$ cat src/rtl/btn_debounce_pkg.sv
// rtl/btn_debounce_pkg.sv - shared sizing constants and channel state type for the button front end
package btn_debounce_pkg;

    localparam int BTN_NUM                     = 5;
    localparam int BTN_DEBOUNCE_CYCLES_DEFAULT = 1000000;

    typedef enum logic {
        ST_STABLE = 1'b0,
        ST_QUAL   = 1'b1
    } ch_state_e;

endpackage

$ cat src/rtl/btn_debounce_ch.sv
// rtl/btn_debounce_ch.sv - one button channel: pad sync, qualification counter, level/pulse flops, sticky flag
module btn_debounce_ch
    import btn_debounce_pkg::*;
#(
    parameter int   DEBOUNCE_CYCLES = BTN_DEBOUNCE_CYCLES_DEFAULT,
    parameter logic ACTIVE_LOW      = 1'b0,
    parameter int   CNT_W           = $clog2(DEBOUNCE_CYCLES + 1)
) (
    input  logic clk_i,
    input  logic rst_i,
    input  logic raw_i,
    input  logic clr_i,
    output logic level_o,
    output logic rise_o,
    output logic fall_o,
    output logic evt_o
);

    localparam logic [CNT_W-1:0] CNT_LAST = CNT_W'(DEBOUNCE_CYCLES - 1);

    logic             sync1_q, sync2_q;
    ch_state_e        state_q, state_d;
    logic [CNT_W-1:0] cnt_q, cnt_d, cnt_cur;
    logic             level_q, level_d;
    logic             rise_q, rise_d;
    logic             fall_q, fall_d;
    logic             evt_q, evt_d;
    logic             sync_pressed;
    logic             mismatch;

    always_comb begin
        sync_pressed = sync2_q ^ ACTIVE_LOW;
        mismatch     = (sync_pressed != level_q);
        cnt_cur      = (state_q == ST_QUAL) ? cnt_q : '0;
        state_d      = state_q;
        cnt_d        = cnt_q;
        level_d      = level_q;
        rise_d       = 1'b0;
        fall_d       = 1'b0;
        if (!mismatch) begin
            // a bounce back to the accepted level throws away the partial count
            state_d = ST_STABLE;
            cnt_d   = '0;
        end else if (cnt_cur == CNT_LAST) begin
            state_d = ST_STABLE;
            cnt_d   = '0;
            level_d = sync_pressed;
            rise_d  = sync_pressed;
            fall_d  = !sync_pressed;
        end else begin
            state_d = ST_QUAL;
            cnt_d   = cnt_cur + CNT_W'(1);
        end
        // a press landing in the same cycle as a clear must survive
        evt_d = rise_d | (evt_q & ~clr_i);
    end

    always_ff @(posedge clk_i or posedge rst_i) begin
        if (rst_i) begin
            sync1_q <= ACTIVE_LOW;
            sync2_q <= ACTIVE_LOW;
            state_q <= ST_STABLE;
            cnt_q   <= '0;
            level_q <= 1'b0;
            rise_q  <= 1'b0;
            fall_q  <= 1'b0;
            evt_q   <= 1'b0;
        end else begin
            sync1_q <= raw_i;
            sync2_q <= sync1_q;
            state_q <= state_d;
            cnt_q   <= cnt_d;
            level_q <= level_d;
            rise_q  <= rise_d;
            fall_q  <= fall_d;
            evt_q   <= evt_d;
        end
    end

    assign level_o = level_q;
    assign rise_o  = rise_q;
    assign fall_o  = fall_q;
    assign evt_o   = evt_q;

endmodule

$ cat src/rtl/btn_debounce.sv
// rtl/btn_debounce.sv - push-button front end: NUM_BTN independent debounced channels
module btn_debounce
    import btn_debounce_pkg::*;
#(
    parameter int   NUM_BTN         = BTN_NUM,
    parameter int   DEBOUNCE_CYCLES = BTN_DEBOUNCE_CYCLES_DEFAULT,
    parameter logic ACTIVE_LOW      = 1'b0
) (
    input  logic               clk,
    input  logic               rst,
    input  logic [NUM_BTN-1:0] btn_raw,
    output logic [NUM_BTN-1:0] btn_level,
    output logic [NUM_BTN-1:0] btn_rise,
    output logic [NUM_BTN-1:0] btn_fall,
    output logic [NUM_BTN-1:0] evt_pending,
    input  logic [NUM_BTN-1:0] evt_clr
);

    localparam int CNT_W = $clog2(DEBOUNCE_CYCLES + 1);

    for (genvar i = 0; i < NUM_BTN; i++) begin : g_ch
        btn_debounce_ch #(
            .DEBOUNCE_CYCLES (DEBOUNCE_CYCLES),
            .ACTIVE_LOW      (ACTIVE_LOW),
            .CNT_W           (CNT_W)
        ) u_ch (
            .clk_i   (clk),
            .rst_i   (rst),
            .raw_i   (btn_raw[i]),
            .clr_i   (evt_clr[i]),
            .level_o (btn_level[i]),
            .rise_o  (btn_rise[i]),
            .fall_o  (btn_fall[i]),
            .evt_o   (evt_pending[i])
        );
    end

endmodule

$ cat config.mk
export PLATFORM = sky130hd
export DESIGN_NAME = btn_debounce
export DESIGN_NICKNAME = d
export VERILOG_FILES = /design/src/rtl/btn_debounce_pkg.sv /design/src/rtl/btn_debounce_ch.sv /design/src/rtl/btn_debounce.sv
export SDC_FILE = /design/constraint.sdc
export NUM_CORES = 1
export LEC_CHECK = 0
export CAP_MARGIN = 40
export CORE_ASPECT_RATIO = 0.8
export CORE_MARGIN = 8
export CORE_UTILIZATION = 60
export CTS_CLUSTER_DIAMETER = 40
export DETAILED_ROUTE_END_ITERATION = 7
export PLACE_DENSITY_LB_ADDON = 0.3
export RECOVER_POWER = 25
export SLEW_MARGIN = 20
export SYNTH_ARGS = -nofsm -noshare
export SYNTH_HDL_FRONTEND = slang
export SYNTH_SLANG_ARGS = --single-unit
export TNS_END_PERCENT = 100
$ cat constraint.sdc
create_clock -name clk -period 9.03 [get_ports clk]
set_clock_uncertainty 0.05 [all_clocks]
set_input_delay 2.2575 -clock clk [delete_from_list [all_inputs] [get_ports clk]]
set_output_delay 2.2575 -clock clk [all_outputs]
set_load 0.01 [all_outputs]
==> metrics.txt, run 1 <==
number of max-slew violations in the final report=0; count of input and output buffers=31; sinks on the clock net=around 140; layout cells sized above 1=0.07778; Final Power=1.414 mW; unrepaired setup endpoints after global routing=no; I/O pin cnt=32; nature of the critical path startpoint=register; Max-cap violations=0; combined buffer and inverter count along the critical path=1; wire length of the first global-routing pass=around 24000 um; most common cell after layout, fill and taps aside=dfrtp_1; sequential cell area fraction in the yosys report=0.5079; number of storage elements in the synthesis netlist=about 140; Flop pwr share=0.439; Max-slew headroom=0.1815; TritonCTS clock tree=built; die outline area=~0.015 sq mm; Total Nets Final=724; Net Sw Power=around 300 uW; final RePlAce weighted congestion=about 0.82; critical path data required time=around 6.7 ns; min-delay worst type=reg2reg; total power per unit cell area=approximately 180 mW/mm^2; worst setup path category=reg2out; number of remaining DRC errors=0; starting density of the core=0.6131; min cycle time layout=3.706 ns; category of cells accounting for the largest share of critical-path delay=buffers and inverters; Post-Synthesis Net Count=around 700; main flop type after synthesis=dfrtp_1; crit path max-delay cell type=clkdlybuf4s50_1; number of DRC markers in iteration 0=between 500 and 600; post-synthesis compound-gate area fraction=0.09368; peak clock frequency supported by timing=roughly 270 MHz; Ant. Diodes=0; number of CTS-inserted buffers=17; DRT Wirelength=14150 um; Cell Chain, Critical Path=clkdlybuf4s50_1; Final setup viols=0; Max Buffers Root-to-Sink=2; post-route ant nets=0; dominant combinational cell family by area after synthesis=simple AND/OR/NAND/NOR gates; dpl cells=828; CTS root buf=clkbuf_16; share of the clock period used by the worst path after layout=0.4104; part of the total power dissipated in the clock network=0.534; Resized Gates After CTS=0; global routing usage summed across all routing layers=0.2002; H-tree depth reported by CTS=4; gate count of the mapped netlist=around 690; Die X-Extent=133.7 um; area growth from synthesis to layout=15.33%; overall via count from detail_route=approximately 5200; number of global-route vias before repair=about 5200; Finished Layout Cells=around 860; top library cells by usage in the layout, fill and taps aside=135 x dfrtp_1, 68 x nand2_1, 66 x nor2_1, 39 x a21oi_1, 34 x nand3_1; Warnings, synthesis=0; transition time at the pin with the least slew margin=~1.2 ns; result of the run=finished, final reports clean; total of fill cells in the finished design=just under 800; synthesized area=0.006651 sq mm; simple logic cell fraction of the synthesized area=0.2603; XOR/XNOR share of the synthesized area=0.07242; hold violation count in the final report=0; clk_lat worst skew=roughly 0.42 ns; maximum number of pins on one net before global-route repair=70; worst stage delay on the critical path=about 0.58 ns; drt pass-1 iters=5; count of flip-flops with a built-in enable after synthesis=0; number of antenna violations at the first check in global routing=0; buffers inserted by post-CTS timing repair=0; post-layout utilization of the core=0.7072; maximum VDD drop=between 0.1 and 0.15 mV; Net Sw Frac=0.2065; fraction of the mapped netlist area in adder cells=0.009406; HPWL after DPL=between 9000 and 10000 um; via count normalized by instance count=6.057; CP max FO=5; Synth Area per Inst=about 9.7 sq um; setup TNS after final layout=0 ns; Worst-path clk slew=0.06 ns; power share of the combinational group=0.026; leakage dissipation=around 3.1 nW; residual overflow from global routing=0; share of cell area taken by muxes after synthesis=0.008465; Cell Int Power=around 1.1 mW; Hold Buf Count CTS=0; floorplan die height=110.2 um; worst hold slack after final layout=0.2986 ns; number of core rows=34; CORE AREA=0.01085 sq mm; Avg WL per Cell=~16 um; share of flip-flops with an asynchronous set or reset=1.000; kind of end point of the critical path=output pin; crit path DAT=between 1 and 1.5 ns; number of distinct standard cells referenced by the synthesized netlist=48
## metal layers
layer / part of all wire / GRT usage / vias up
met5: 0 / 0 / -
met4: 0.013 / 0.08953 / 0
met3: 0.049 / 0.04620 / 20
met2: 0.48 / 0.3323 / 116
met1: 0.45 / 0.2497 / 2612
li1: - / - / 2485
## power by group through the flow
stage | Sequential (mW) | Clock (mW) | Combinational [mW]
2_1_floorplan | 0.626 | 0 | 0.0256
3_3_place_gp | 0.632 | 0 | 0.0344
3_5_place_dp | 0.632 | 0 | 0.0357
4_1_cts | 0.621 | 0.765 | 0.0360
5_1_grt | 0.623 | 0.791 | 0.0424
6_report | 0.622 | 0.756 | 0.0368
## registers in the layout (all words and copies together) (netlist names)
name               cells
g_ch.u_ch.state_q      5
g_ch.u_ch.sync1_q      5
g_ch.u_ch.level_o      5
g_ch.u_ch.sync2_q      5
g_ch.u_ch.evt_o        5
g_ch.u_ch.cnt_q      100
g_ch.u_ch.fall_o       5
g_ch.u_ch.rise_o       5
## kinds of logic after synthesis
kind of cell / count (synthesis)
DFF: 135
xor gates and xnor gates: 55
muxes: 5
buffers and inverters: 63
adders and majority gates: 5
and+or+nand+nor: 323
AOI/OAI and AO/OA: 100
## worst paths after layout
check	from	end	slack, ns	cells after the start
worst max-delay path	g_ch[3].u_ch.level_o$_DFFE_PP0P_	btn_level[3]	5.32	1
worst min-delay path	g_ch[1].u_ch.sync1_q$_DFF_PP0_	g_ch[1].u_ch.sync2_q$_DFF_PP0_	0.30	0
worst max register to register	g_ch[4].u_ch.state_q$_DFF_PP0_	g_ch[4].u_ch.cnt_q[10]$_DFF_PP0_	6.09	6
worst min register to register	g_ch[1].u_ch.sync1_q$_DFF_PP0_	g_ch[1].u_ch.sync2_q$_DFF_PP0_	0.30	0
max in group asynchronous	rst	g_ch[0].u_ch.fall_o$_DFF_PP0_	5.41	5
min in group asynchronous	rst	g_ch[1].u_ch.cnt_q[17]$_DFF_PP0_	2.22	2
## final cells by class
type / instances / area, sq um / share of cell area
repair buffers: 40 / 401.6 / 0.05236
well taps: 144 / 180.2 / 0.02349
multi-input cells: 488 / 2955 / 0.3853
inverters: 25 / 95.09 / 0.01240
clock inverters: 10 / 166.4 / 0.02169
clock buffers: 22 / 494.2 / 0.06443
flip-flops and latches: 135 / 3378 / 0.4404
## Yosys cell counts, types with 10 or more instances
cell type	count	share of area
or3_1	19	0.018
o21ai_0	16	0.012
nand2_1	68	0.038
or4_1	15	0.017
xnor2_1	27	0.036
nor2_1	66	0.037
o31ai_1	10	0.011
and4_1	11	0.014
nor3_1	11	0.0083
nand4_1	29	0.027
a21oi_1	39	0.029
inv_1	25	0.014
clkbuf_1	12	0.0068
xor2_1	28	0.037
buf_4	20	0.023
nand3_1	34	0.026
and3_1	17	0.016
dfrtp_1	135	0.51
nor4_1	10	0.0094
and2_1	10	0.0094
## through the flow
| step | setup WS [ns] | instance area, sq um |
|---|---|---|
| after floorplan | 3.111 | 6651 |
| after global routing | 5.185 | 7671 |
| after global placement | 4.755 | 6943 |
| after detailed placement | 4.707 | 6955 |
| after CTS | 5.149 | 7616 |
| final | 5.324 | 7671 |
Power figures use the tool's default switching activity.
==> inputs of run 2 (changes only) <==
Clock period 9.03 ns to 3.8 ns, I/O delays scaled along.
==> metrics.txt, run 2 (synthesis gave the netlist of run 1 again) <==
Hold Path Stages=0 (unchanged); setup TNS after final layout=0 ns (unchanged); Resized Gates After CTS=0 (unchanged); min cycle time layout=about 2.7 ns; total of fill cells in the finished design=812 (was 783); FF-to-FF setup slack=1.12 ns (was 6.09 ns); number of remaining DRC errors=0 (unchanged); nature of the critical path startpoint=register (unchanged); startpoint of the worst-slack reg-to-reg timing path=g_ch[2].u_ch.state_q$_DFF_PP0_ (was g_ch[4].u_ch.state_q$_DFF_PP0_); CP max FO=15 (was 5); H-tree depth reported by CTS=4 (unchanged); Avg WL per Cell=16.31 um (was 16.38 um); crit path DAT=2.97 ns (was 1.40 ns); dpl ws=1.072 ns (was 4.707 ns); min-delay worst type=reg2reg (unchanged); area growth from synthesis to layout=13.39% (was 15.33%); leakage dissipation=3.008 nW (was 3.064 nW); kind of end point of the critical path=register (was output pin); total power per unit cell area=405.8 mW/mm^2 (was 184.4 mW/mm^2); result of the run=finished, final reports clean (unchanged); end point of the critical path=g_ch[2].u_ch.cnt_q[18]$_DFF_PP0_ (was btn_level[3]); global routing usage summed across all routing layers=0.2046 (was 0.2002); count of input and output buffers=31 (unchanged); beginning of the worst hold path=g_ch[1].u_ch.sync1_q$_DFF_PP0_ (unchanged); DRT Wirelength=14090 um (was 14150 um); wire length of the first global-routing pass=24520 um (was 23890 um); drt pass-1 iters=6 (was 5); number of core rows=34 (unchanged); number of CTS-inserted buffers=17 (unchanged); residual overflow from global routing=0 (unchanged); die outline area=0.01473 sq mm (unchanged); Largest register FFs=100 (unchanged); largest register by flop count=g_ch.u_ch.cnt_q (unchanged); worst hold slack after final layout=0.2977 ns (was 0.2986 ns); worst setup path category=reg2reg (was reg2out); peak clock frequency supported by timing=373.1 MHz; share of the clock period used by the worst path after layout=0.7053; starting density of the core=0.6131 (unchanged); CTS root buf=clkbuf_16 (unchanged); number of DRC markers in iteration 0=422 (was 504); Crit Reg-Reg Endpoint=g_ch[2].u_ch.cnt_q[18]$_DFF_PP0_ (was g_ch[4].u_ch.cnt_q[10]$_DFF_PP0_); maximum VDD drop=0.2918 mV (was 0.1364 mV); final RePlAce weighted congestion=0.8793 (was 0.8199); CP startpoint=g_ch[2].u_ch.state_q$_DFF_PP0_ (was g_ch[3].u_ch.level_o$_DFFE_PP0P_); clk_lat worst skew=0.42 ns (about the same); Finished Layout Cells=864 (unchanged); critical path data required time=4.09 ns (was 6.72 ns); final critical-path setup slack=1.120 ns (was 5.324 ns); number of global-route vias before repair=5211 (was 5159); buffers inserted by post-CTS timing repair=0 (unchanged); via count normalized by instance count=5.994 (was 6.057); I/O pin cnt=32 (unchanged); Final setup viols=0 (unchanged); CORE AREA=0.01085 sq mm (unchanged); most common cell after layout, fill and taps aside=dfrtp_1 (unchanged); HPWL after DPL=9483 um (was 9250 um); transition time at the pin with the least slew margin=1.281 ns (was 1.215 ns); top library cells by usage in the layout, fill and taps aside=135 x dfrtp_1, 68 x nand2_1, 66 x nor2_1, 39 x a21oi_1, 34 x nand3_1 (unchanged); Worst Reg-to-Reg Cells=6 (unchanged); Max-cap violations=0 (unchanged); dpl cells=829 (was 828); Total Nets Final=724 (unchanged); Die X-Extent=133.7 um (unchanged); TritonCTS clock tree=built (unchanged); Max-slew headroom=0.1415 (was 0.1815); Worst-path clk slew=0.06 ns (about the same); overall via count from detail_route=5179 (was 5233); post-route ant nets=0 (unchanged); sinks on the clock net=135 (unchanged); hold violation count in the final report=0 (unchanged); number of antenna violations at the first check in global routing=0 (unchanged); layout cells sized above 1=0.07778 (unchanged); Ant. Diodes=0 (unchanged); maximum number of pins on one net before global-route repair=53 (was 70); floorplan die height=110.2 um (unchanged); unrepaired setup endpoints after global routing=no (unchanged); Max Buffers Root-to-Sink=2 (unchanged); number of max-slew violations in the final report=0 (unchanged); Hold Buf Count CTS=0 (unchanged)
[run 2: metal layers]
metal / up-vias / wire length (um) / GRT usage
met5: - / 0 / 0
met4: 0 / 151 / 0.07274
met3: 17 / 667 / 0.05254
met2: 134 / 6718 / 0.3344
met1: 2554 / 6552 / 0.2627
li1: 2474 / - / -
[run 2: area by class of cell]
cell class | instances | area (sq um) | share of cell area
Sequential cell | 135 | 3378 | 0.4479
Multi-Input combinational cell | 488 | 2955 | 0.3918
Clock buffer | 21 | 470.5 | 0.06238
Timing Repair Buffer | 40 | 387.9 | 0.05143
Tap cell | 144 | 180.2 | 0.02389
Inverter | 25 | 95.09 | 0.01261
Clock inverter | 11 | 75.07 | 0.009954
[run 2: worst min-delay path by stage]
stage,end,slack (ns)
after global placement,g_ch[1].u_ch.sync2_q$_DFF_PP0_,0.28
after CTS,g_ch[1].u_ch.sync2_q$_DFF_PP0_,0.30
after floorplan,g_ch[0].u_ch.sync2_q$_DFF_PP0_,0.28
after global routing,g_ch[1].u_ch.sync2_q$_DFF_PP0_,0.30
final,g_ch[1].u_ch.sync2_q$_DFF_PP0_,0.30
after detailed placement,g_ch[4].u_ch.sync2_q$_DFF_PP0_,0.29
[run 2: metrics by stage]
step | total power [mW] | instance area [sq um] | utilization
floorplan | 1.549 | 6655 | -
CTS | 3.082 | 7527 | 0.6939
finish | 3.060 | 7542 | 0.6953
global placement | 1.583 | 6972 | 0.6427
global route | 3.156 | 7542 | 0.6953
detailed placement | 1.587 | 6982 | 0.6436
[run 2: power by group]
| group | internal (mW) | leakage, nW | switching (mW) | total [mW] |
|---|---|---|---|---|
| logic | 0.0264 | 0.910 | 0.0578 | 0.0842 |
| registers | 1.45 | 1.84 | 0.0230 | 1.48 |
| clock network | 0.882 | 0.257 | 0.618 | 1.50 |
| total | 2.36 | 3.01 | 0.699 | 3.06 |
[run 2: critical path, stage by stage (launching register included)]
cell	delay [ns]
dfrtp_1	0.65
and2_0	0.24
ha_1	0.22
nand3_1	0.16
or4_1	0.63
or4_1	0.49
a21oi_1	0.16
==> inputs of run 3 (changes only) <==
Settings changed: CORE_UTILIZATION 60 to 55.
Clock period 3.8 ns to 2.43 ns, I/O delays scaled along.
==> metrics.txt, run 3 (synthesis gave the netlist of run 1 again) <==
result of the run=finished, final reports clean (unchanged); floorplan die height=114.4 um (was 110.2 um); Largest register FFs=100 (unchanged); TritonCTS clock tree=built (unchanged); Final setup viols=0 (unchanged); clk_lat worst skew=0.42 ns (about the same); number of CTS-inserted buffers=17 (unchanged); Max-cap violations=0 (unchanged); starting density of the core=0.5551 (was 0.6131); transition time at the pin with the least slew margin=1.146 ns (was 1.281 ns); top library cells by usage in the layout, fill and taps aside=135 x dfrtp_1, 68 x nand2_1, 66 x nor2_1, 39 x a21oi_1, 34 x nand3_1 (unchanged); count of input and output buffers=31 (unchanged); kind of end point of the critical path=register (unchanged); min cycle time layout=2.265 ns (was 2.680 ns); final RePlAce weighted congestion=0.8755 (was 0.8793); I/O pin cnt=32 (unchanged); Worst Reg-to-Reg Cells=6 (unchanged); wire length of the first global-routing pass=24670 um (was 24520 um); post-layout utilization of the core=0.6418 (was 0.6953); Hold Buf Count CTS=0 (unchanged); global routing usage summed across all routing layers=0.1908 (was 0.2046); number of antenna violations at the first check in global routing=0 (unchanged); share of the clock period used by the worst path after layout=0.9323 (was 0.7053); nature of the critical path startpoint=register (unchanged); Hold Path Stages=0 (unchanged); most common cell after layout, fill and taps aside=dfrtp_1 (unchanged); layout cells sized above 1=0.09388 (was 0.07778); worst setup path category=reg2reg (unchanged); area growth from synthesis to layout=15.61% (was 13.39%); post-route ant nets=0 (unchanged); crit path DAT=2.55 ns (was 2.97 ns); Total Nets Final=739 (was 724); hold violation count in the final report=0 (unchanged); peak clock frequency supported by timing=441.4 MHz (was 373.1 MHz); FF-to-FF setup slack=0.16 ns (was 1.12 ns); leakage dissipation=3.090 nW (was 3.008 nW); Max Buffers Root-to-Sink=2 (unchanged); largest register by flop count=g_ch.u_ch.cnt_q (unchanged); number of DRC markers in iteration 0=333 (was 422); Worst-path clk slew=0.06 ns (about the same); CP max FO=5 (was 15); critical path data required time=2.72 ns (was 4.09 ns); Avg WL per Cell=15.85 um (was 16.31 um); total of fill cells in the finished design=984 (was 812); number of core rows=36 (was 34); CTS root buf=clkbuf_16 (unchanged); overall via count from detail_route=5226 (was 5179); Die X-Extent=139.0 um (was 133.7 um); setup TNS after final layout=0 ns (unchanged); sinks on the clock net=135 (unchanged); maximum number of pins on one net before global-route repair=48 (was 53); maximum VDD drop=0.5284 mV (was 0.2918 mV); total power per unit cell area=640.3 mW/mm^2 (was 405.8 mW/mm^2); residual overflow from global routing=0 (unchanged); combined flip-flop and latch cell area=0.003378 sq mm (unchanged); H-tree depth reported by CTS=4 (unchanged); number of max-slew violations in the final report=0 (unchanged); Ant. Diodes=0 (unchanged); buffers inserted by post-CTS timing repair=0 (unchanged); die outline area=0.01589 sq mm (was 0.01473 sq mm); min-delay worst type=reg2reg (unchanged); number of remaining DRC errors=0 (unchanged); unrepaired setup endpoints after global routing=no (unchanged); via count normalized by instance count=5.892 (was 5.994); Resized Gates After CTS=0 (unchanged); drt pass-1 iters=4 (was 6); number of global-route vias before repair=5086 (was 5211); DRT Wirelength=14060 um (was 14090 um); Max-slew headroom=0.2317 (was 0.1415); CORE AREA=0.01198 sq mm (was 0.01085 sq mm); HPWL after DPL=9856 um (was 9483 um); Multi-input gate area=0.002959 sq mm (was 0.002955 sq mm)
[run 3: metrics by stage]
step	hold slack [ns]	worst slack, ns	power [mW]	instance area, sq um	cells
finish	0.2984	0.1646	4.924	7690	887
global route	0.3030	0.01900	5.104	7690	887
CTS	0.2988	0.1440	4.980	7704	887
detailed placement	0.2855	0.1431	2.508	7137	855
global placement	0.2870	0.2785	2.502	7137	855
floorplan	0.2812	0.02314	2.423	6658	686
[run 3: cell type report]
| cell class | instances | area share |
|---|---|---|
| tap | 152 | 0.02473 |
| sequential | 135 | 0.4393 |
| timing repair buffer | 55 | 0.06508 |
| clock buffer | 21 | 0.05727 |
| clock inverter | 11 | 0.01643 |
| inverter | 25 | 0.01237 |
| multi-input combinational | 488 | 0.3848 |
[run 3: path summary, 6_finish.rpt]
path / to / from
worst min register to register: g_ch[1].u_ch.sync2_q$_DFF_PP0_ / g_ch[1].u_ch.sync1_q$_DFF_PP0_
worst min-delay path: g_ch[1].u_ch.sync2_q$_DFF_PP0_ / g_ch[1].u_ch.sync1_q$_DFF_PP0_
worst max register to register: g_ch[2].u_ch.cnt_q[18]$_DFF_PP0_ / g_ch[2].u_ch.state_q$_DFF_PP0_
worst max-delay path: g_ch[2].u_ch.cnt_q[18]$_DFF_PP0_ / g_ch[2].u_ch.state_q$_DFF_PP0_
min in group asynchronous: g_ch[1].u_ch.sync1_q$_DFF_PP0_ / rst
max in group asynchronous: g_ch[4].u_ch.cnt_q[12]$_DFF_PP0_ / rst
[run 3: worst max-delay path: stages (launching register included)]
cell	delay [ns]
dfrtp_1	0.36
and2_1	0.15
ha_1	0.19
nand3_1	0.16
or4_4	0.60
or4_1	0.48
a21oi_1	0.18
[run 3: per-layer routing]
metal | global-route usage | wire length, um | vias to the layer above
met5 | 0 | 0 | -
met4 | 0.07732 | 225 | 0
met3 | 0.04625 | 620 | 22
met2 | 0.3005 | 6441 | 124
met1 | 0.2500 | 6773 | 2567
li1 | - | - | 2513
[run 3: report_power, final]
part           internal, mW  total (mW)  switching, mW  leakage, nW
clock                  1.51        2.46          0.955        0.264
combinational        0.0568       0.169          0.112        0.986
sequential             2.27        2.29         0.0189         1.84
total                  3.84        4.92           1.09         3.09
